<file path="config.mk">
export PLATFORM = sky130hd
export DESIGN_NAME = mem_loader
export DESIGN_NICKNAME = d
export VERILOG_FILES = /design/src/rtl/loader_pkg.sv /design/src/rtl/mem_loader.sv
export SDC_FILE = /design/constraint.sdc
export NUM_CORES = 1
export LEC_CHECK = 0
export BUFFER_PORTS_ARGS = -buffer_cell sky130_fd_sc_hd__buf_2
export CAP_MARGIN = 40
export CORE_AREA = 4 4 143 76
export CTS_CLUSTER_SIZE = 16
export DETAILED_ROUTE_END_ITERATION = 10
export DIE_AREA = 0 0 147 80
export PLACE_DENSITY = 0.7
export SYNTH_ARGS = -nofsm -noshare
export SYNTH_HDL_FRONTEND = slang
export SYNTH_SLANG_ARGS = --single-unit
</file>
<file path="constraint.sdc">
create_clock -name clk -period 2 [get_ports clk]
set_input_delay 0.3 -clock clk [delete_from_list [all_inputs] [get_ports clk]]
set_output_delay 0.3 -clock clk [all_outputs]
set_load 0.05 [all_outputs]
</file>
<file path="src/rtl/loader_pkg.sv">
// Shared types and widths for the SAP3 memory loader.
// Widths match the MAR/RAM block on the shared bus.
package loader_pkg;

  localparam int ADDR_W = 16;
  localparam int DATA_W = 8;

  typedef enum logic [2:0] {
    S_IDLE      = 3'd0,
    S_WAIT_BYTE = 3'd1,
    S_SET_ADDR  = 3'd2,
    S_WRITE     = 3'd3,
    S_CHECK     = 3'd4,
    S_DONE      = 3'd5
  } state_t;

  function automatic logic is_busy(state_t s);
    return (s == S_WAIT_BYTE) || (s == S_SET_ADDR) ||
           (s == S_WRITE)     || (s == S_CHECK);
  endfunction

endpackage

</file>
<file path="src/rtl/mem_loader.sv">
// Bus initiator that streams bytes into SAP3 RAM via MAR/RAM strobes,
// with an optional read-back compare mode.
module mem_loader #(
  parameter int ADDR_W = loader_pkg::ADDR_W,
  parameter int DATA_W = loader_pkg::DATA_W
) (
  input  logic              clk,
  input  logic              rst,
  input  logic              start,
  input  logic              verify,
  input  logic [ADDR_W-1:0] base_addr,
  input  logic [ADDR_W-1:0] length,
  input  logic              in_valid,
  input  logic [DATA_W-1:0] in_data,
  output logic              in_ready,
  input  logic [DATA_W-1:0] mem_out,
  output logic              mar_we,
  output logic              ram_we,
  output logic [ADDR_W-1:0] bus,
  output logic              bus_en,
  output logic              busy,
  output logic              done,
  output logic              error,
  output logic [ADDR_W-1:0] err_addr,
  output logic [ADDR_W-1:0] count
);

  import loader_pkg::*;

  state_t            state;
  state_t            state_n;
  logic [ADDR_W-1:0] addr;
  logic [ADDR_W-1:0] remaining;
  logic [DATA_W-1:0] data;
  logic              mode;
  logic              last;
  logic              mism;

  assign last = (remaining == ADDR_W'(1));
  assign mism = (mem_out != data);

  always_comb begin
    state_n = state;
    case (state)
      S_IDLE, S_DONE: begin
        if (start) begin
          state_n = (length == '0) ? S_DONE : S_WAIT_BYTE;
        end
      end
      S_WAIT_BYTE: begin
        if (in_valid) state_n = S_SET_ADDR;
      end
      S_SET_ADDR: begin
        state_n = mode ? S_CHECK : S_WRITE;
      end
      S_WRITE, S_CHECK: begin
        state_n = last ? S_DONE : S_WAIT_BYTE;
      end
      default: state_n = S_IDLE;
    endcase
  end

  always_comb begin
    in_ready = 1'b0;
    mar_we   = 1'b0;
    ram_we   = 1'b0;
    bus      = '0;
    bus_en   = 1'b0;
    done     = 1'b0;
    busy     = is_busy(state);
    case (state)
      S_WAIT_BYTE: in_ready = 1'b1;
      S_SET_ADDR: begin
        bus    = addr;
        bus_en = 1'b1;
        mar_we = 1'b1;
      end
      S_WRITE: begin
        bus    = {{(ADDR_W-DATA_W){1'b0}}, data};
        bus_en = 1'b1;
        ram_we = 1'b1;
      end
      S_DONE:  done = 1'b1;
      default: ;
    endcase
  end

  always_ff @(posedge clk) begin
    if (rst) begin
      state     <= S_IDLE;
      addr      <= '0;
      remaining <= '0;
      count     <= '0;
      data      <= '0;
      mode      <= 1'b0;
      error     <= 1'b0;
      err_addr  <= '0;
    end else begin
      state <= state_n;
      case (state)
        S_IDLE, S_DONE: begin
          if (start) begin
            addr      <= base_addr;
            remaining <= length;
            mode      <= verify;
            count     <= '0;
            error     <= 1'b0;
            err_addr  <= '0;
          end
        end
        S_WAIT_BYTE: begin
          if (in_valid) data <= in_data;
        end
        S_WRITE, S_CHECK: begin
          count     <= count + 1'b1;
          addr      <= addr + 1'b1;
          remaining <= remaining - 1'b1;
          // only the first mismatch of a transfer is recorded
          if (state == S_CHECK && mism && !error) begin
            error    <= 1'b1;
            err_addr <= addr;
          end
        end
        default: ;
      endcase
    end
  end

endmodule

</file>
==> qor.txt <==
Internal Power - 3699 uW
Crit-path max cell delay - 0.58 ns
CP Capture Type - flip-flop
Sink Count - 77
Logic pwr share - 42.4%
Min cycle time layout - 1.927 ns
Root buf cell - clkbuf_16
Final Non-Filler Cells - 795
TNS Setup - 0 ns
Worst-Skew Late Latency - 0.34 ns
# IOs - 108
Final-report hold violation count - 0
Starting density of the core - 45.49%
CTS Buf Count - 9
Setup Viol. Count Final - 0
Synth Register Bits - 77
RePlAce Congestion - 0.8482
Cell area after placement - 5189 um2
Final wirelength - 12800 um
Clock network power share - 25.5%
Max clock buf depth - 2
Number of routed nets with antenna violations - 0
FFs w/ async S/R, synth - 0%
TritonCTS clock tree - yes
Vias - 4403
Post-synth EDFFs - 0
M1 GR Usage - 29.21%
CP Class - reg2reg
Vias in the first global route - 4179
Max-slew violations - 0
GRT overflow - 0
Share of power burned in registers - 32.1%
Syn Inst Count - 533
WP data arrival - 2.18 ns
Die Span Y - 80 um
Worst min-delay path class - in2reg
Cell variety after synth - 69
Synth warn - 0
Antenna diode count - 0
Grt met2 use - 35.20%
DRC - 0
Final Skew - 0.007746 ns
Placed cells - 777
Most crowded layer after global routing - met2
Switching power total - 2591 uW
Final core occ - 59.20%
Seq/Total Area, Yosys - 35.99%
Commonest cells after routing, fill and taps aside - 98 x buf_2, 75 x dfxtp_1, 56 x nand2_1
Slew HR - 57.02%
Post-route cell area - 5574 um2
Initial antenna violation count - 0
CP required - 2.25 ns
Avg Inst Size Synth - 8.035 um2
Syn_nets - 590
I/O Buffers - 107
Switching Share - 41.19%
Chip width - 147 um
Vias per std cell - 5.538
Core footprint - 9415 um2
Area Growth Syn to Fin - 30.15%
Tightest Pin Transition - 0.6447 ns
VDD IR max - 579.9 uV
WP buf/inv - 1
# rows - 25
Dpl hpwl - 9137 um
Commonest non-fill, non-tap cell in the layout - buf_2
Met3 Usage GRT - 5.218%
Worst-path clk slew - 0.07 ns
Synth Flop Type - dfxtp_1
Hold Buf Count CTS - 0
Crit path max fanout - 11
CP delay by family, top - compound AO/OA/AOI/OAI gates
Worst Setup Start Kind - flip-flop
Gr usage total - 21.52%
Lkg Pwr - 0.002303 uW
Status - finished clean
Critical Path Slowest Stage Cell - o311ai_2
Die area - 11760 um2
Fill cells - 850
Power density over the cells - 1128 nW/um2
Htree depth - 3
Drt pass-1 iters - 5
Synthesized area - 4283 um2
WL/cell - 16.10 um
Global-route wire length before repair - 20690 um
Max Cap Viol - 0
Max frequency - 0.5191 GHz
Hold WS - 0.1900 ns
1st-iter DRT viols - 438
Final period utilization - 96.33%
Layout cells sized above 1 - 30.45%
# nets final - 712
CP cell instances - inv_2, o311ai_2, nand2_1, o21ai_0
Maximum number of pins on one net before global-route repair - 58
## registers in the layout (all words and copies together) (netlist names)
register	flops
addr	16
state	3
err_addr	16
count	16
data	8
mode	1
remaining	16
error	1
## through the flow
| step | power, uW | setup WS, ns |
|---|---|---|
| 2_1_floorplan | 3821 | -0.3643 |
| 3_3_place_gp | 4569 | 0.09819 |
| 3_5_place_dp | 4599 | 0.04362 |
| 4_1_cts | 6222 | -0.01161 |
| 5_1_grt | 6662 | -0.02882 |
| 6_report | 6290 | 0.07349 |
## cell usage after synthesis, drive strengths merged (15+ instances only)
master	count	area share (%)
buf	21	2.7
nand3	26	3.0
nor3	17	2.0
clkbuf	15	1.3
nand2	58	5.1
inv	16	1.4
o21ai	23	2.7
a21oi	44	5.1
mux2i	20	4.7
nor2	58	5.1
dfxtp	77	36
## power by group through the flow
stage | logic, uW | registers [uW] | clock network [uW]
floorplan | 1780 | 2050 | 0
global placement | 2550 | 2020 | 0
detailed placement | 2570 | 2030 | 0
CTS | 2590 | 2000 | 1630
global route | 2910 | 2050 | 1700
finish | 2670 | 2020 | 1600
## what timing repair did
action	CTS	global route
pin swaps	0	1
setup endpoints to repair	18	66
setup buffers	0	2
gates resized for setup	5	19
## layout make-up
cell class | count | area (um2) | area share [%]
well taps | 135 | 168.9 | 3.030
flip-flops and latches | 77 | 1546 | 27.74
clock buffers | 11 | 252.7 | 4.534
clock inverters | 5 | 41.29 | 0.7407
inverters | 17 | 63.81 | 1.145
repair buffers | 147 | 882.1 | 15.82
multi-input cells | 403 | 2619 | 46.98
## path summary, 6_finish.rpt
kind           startpoint            end  slack, ns  depth (start not counted)
max              state[2]  remaining[14]       0.07                          4
min            in_data[3]        data[3]       0.19                          3
max reg2reg      state[2]  remaining[14]       0.07                          4
min reg2reg  err_addr[13]   err_addr[13]       0.46                          2
## tightest hold or removal path: stages
cell and delay [ns]:
buf_2 0.07, mux2i_1 0.05, nor2_1 0.07
## logic make-up (layout without fill, tap and decap cells)
group	count (synthesis)	in the layout	share of synthesized area, %
AOI/OAI and AO/OA	125	125	19.22
xor gates and xnor gates	24	24	4.908
adders and majority gates	6	6	1.636
buffers and inverters	53	180	5.550
DFF	77	77	35.99
muxes	22	22	5.200
and+or+nand+nor	226	226	27.49
## layer usage
layer | part of all wire, % | vias up
met5 | 0 | -
met4 | 0.79 | 0
met3 | 7.7 | 15
met2 | 45 | 191
met1 | 46 | 2032
li1 | - | 2165
Power figures use the tool's default switching activity.
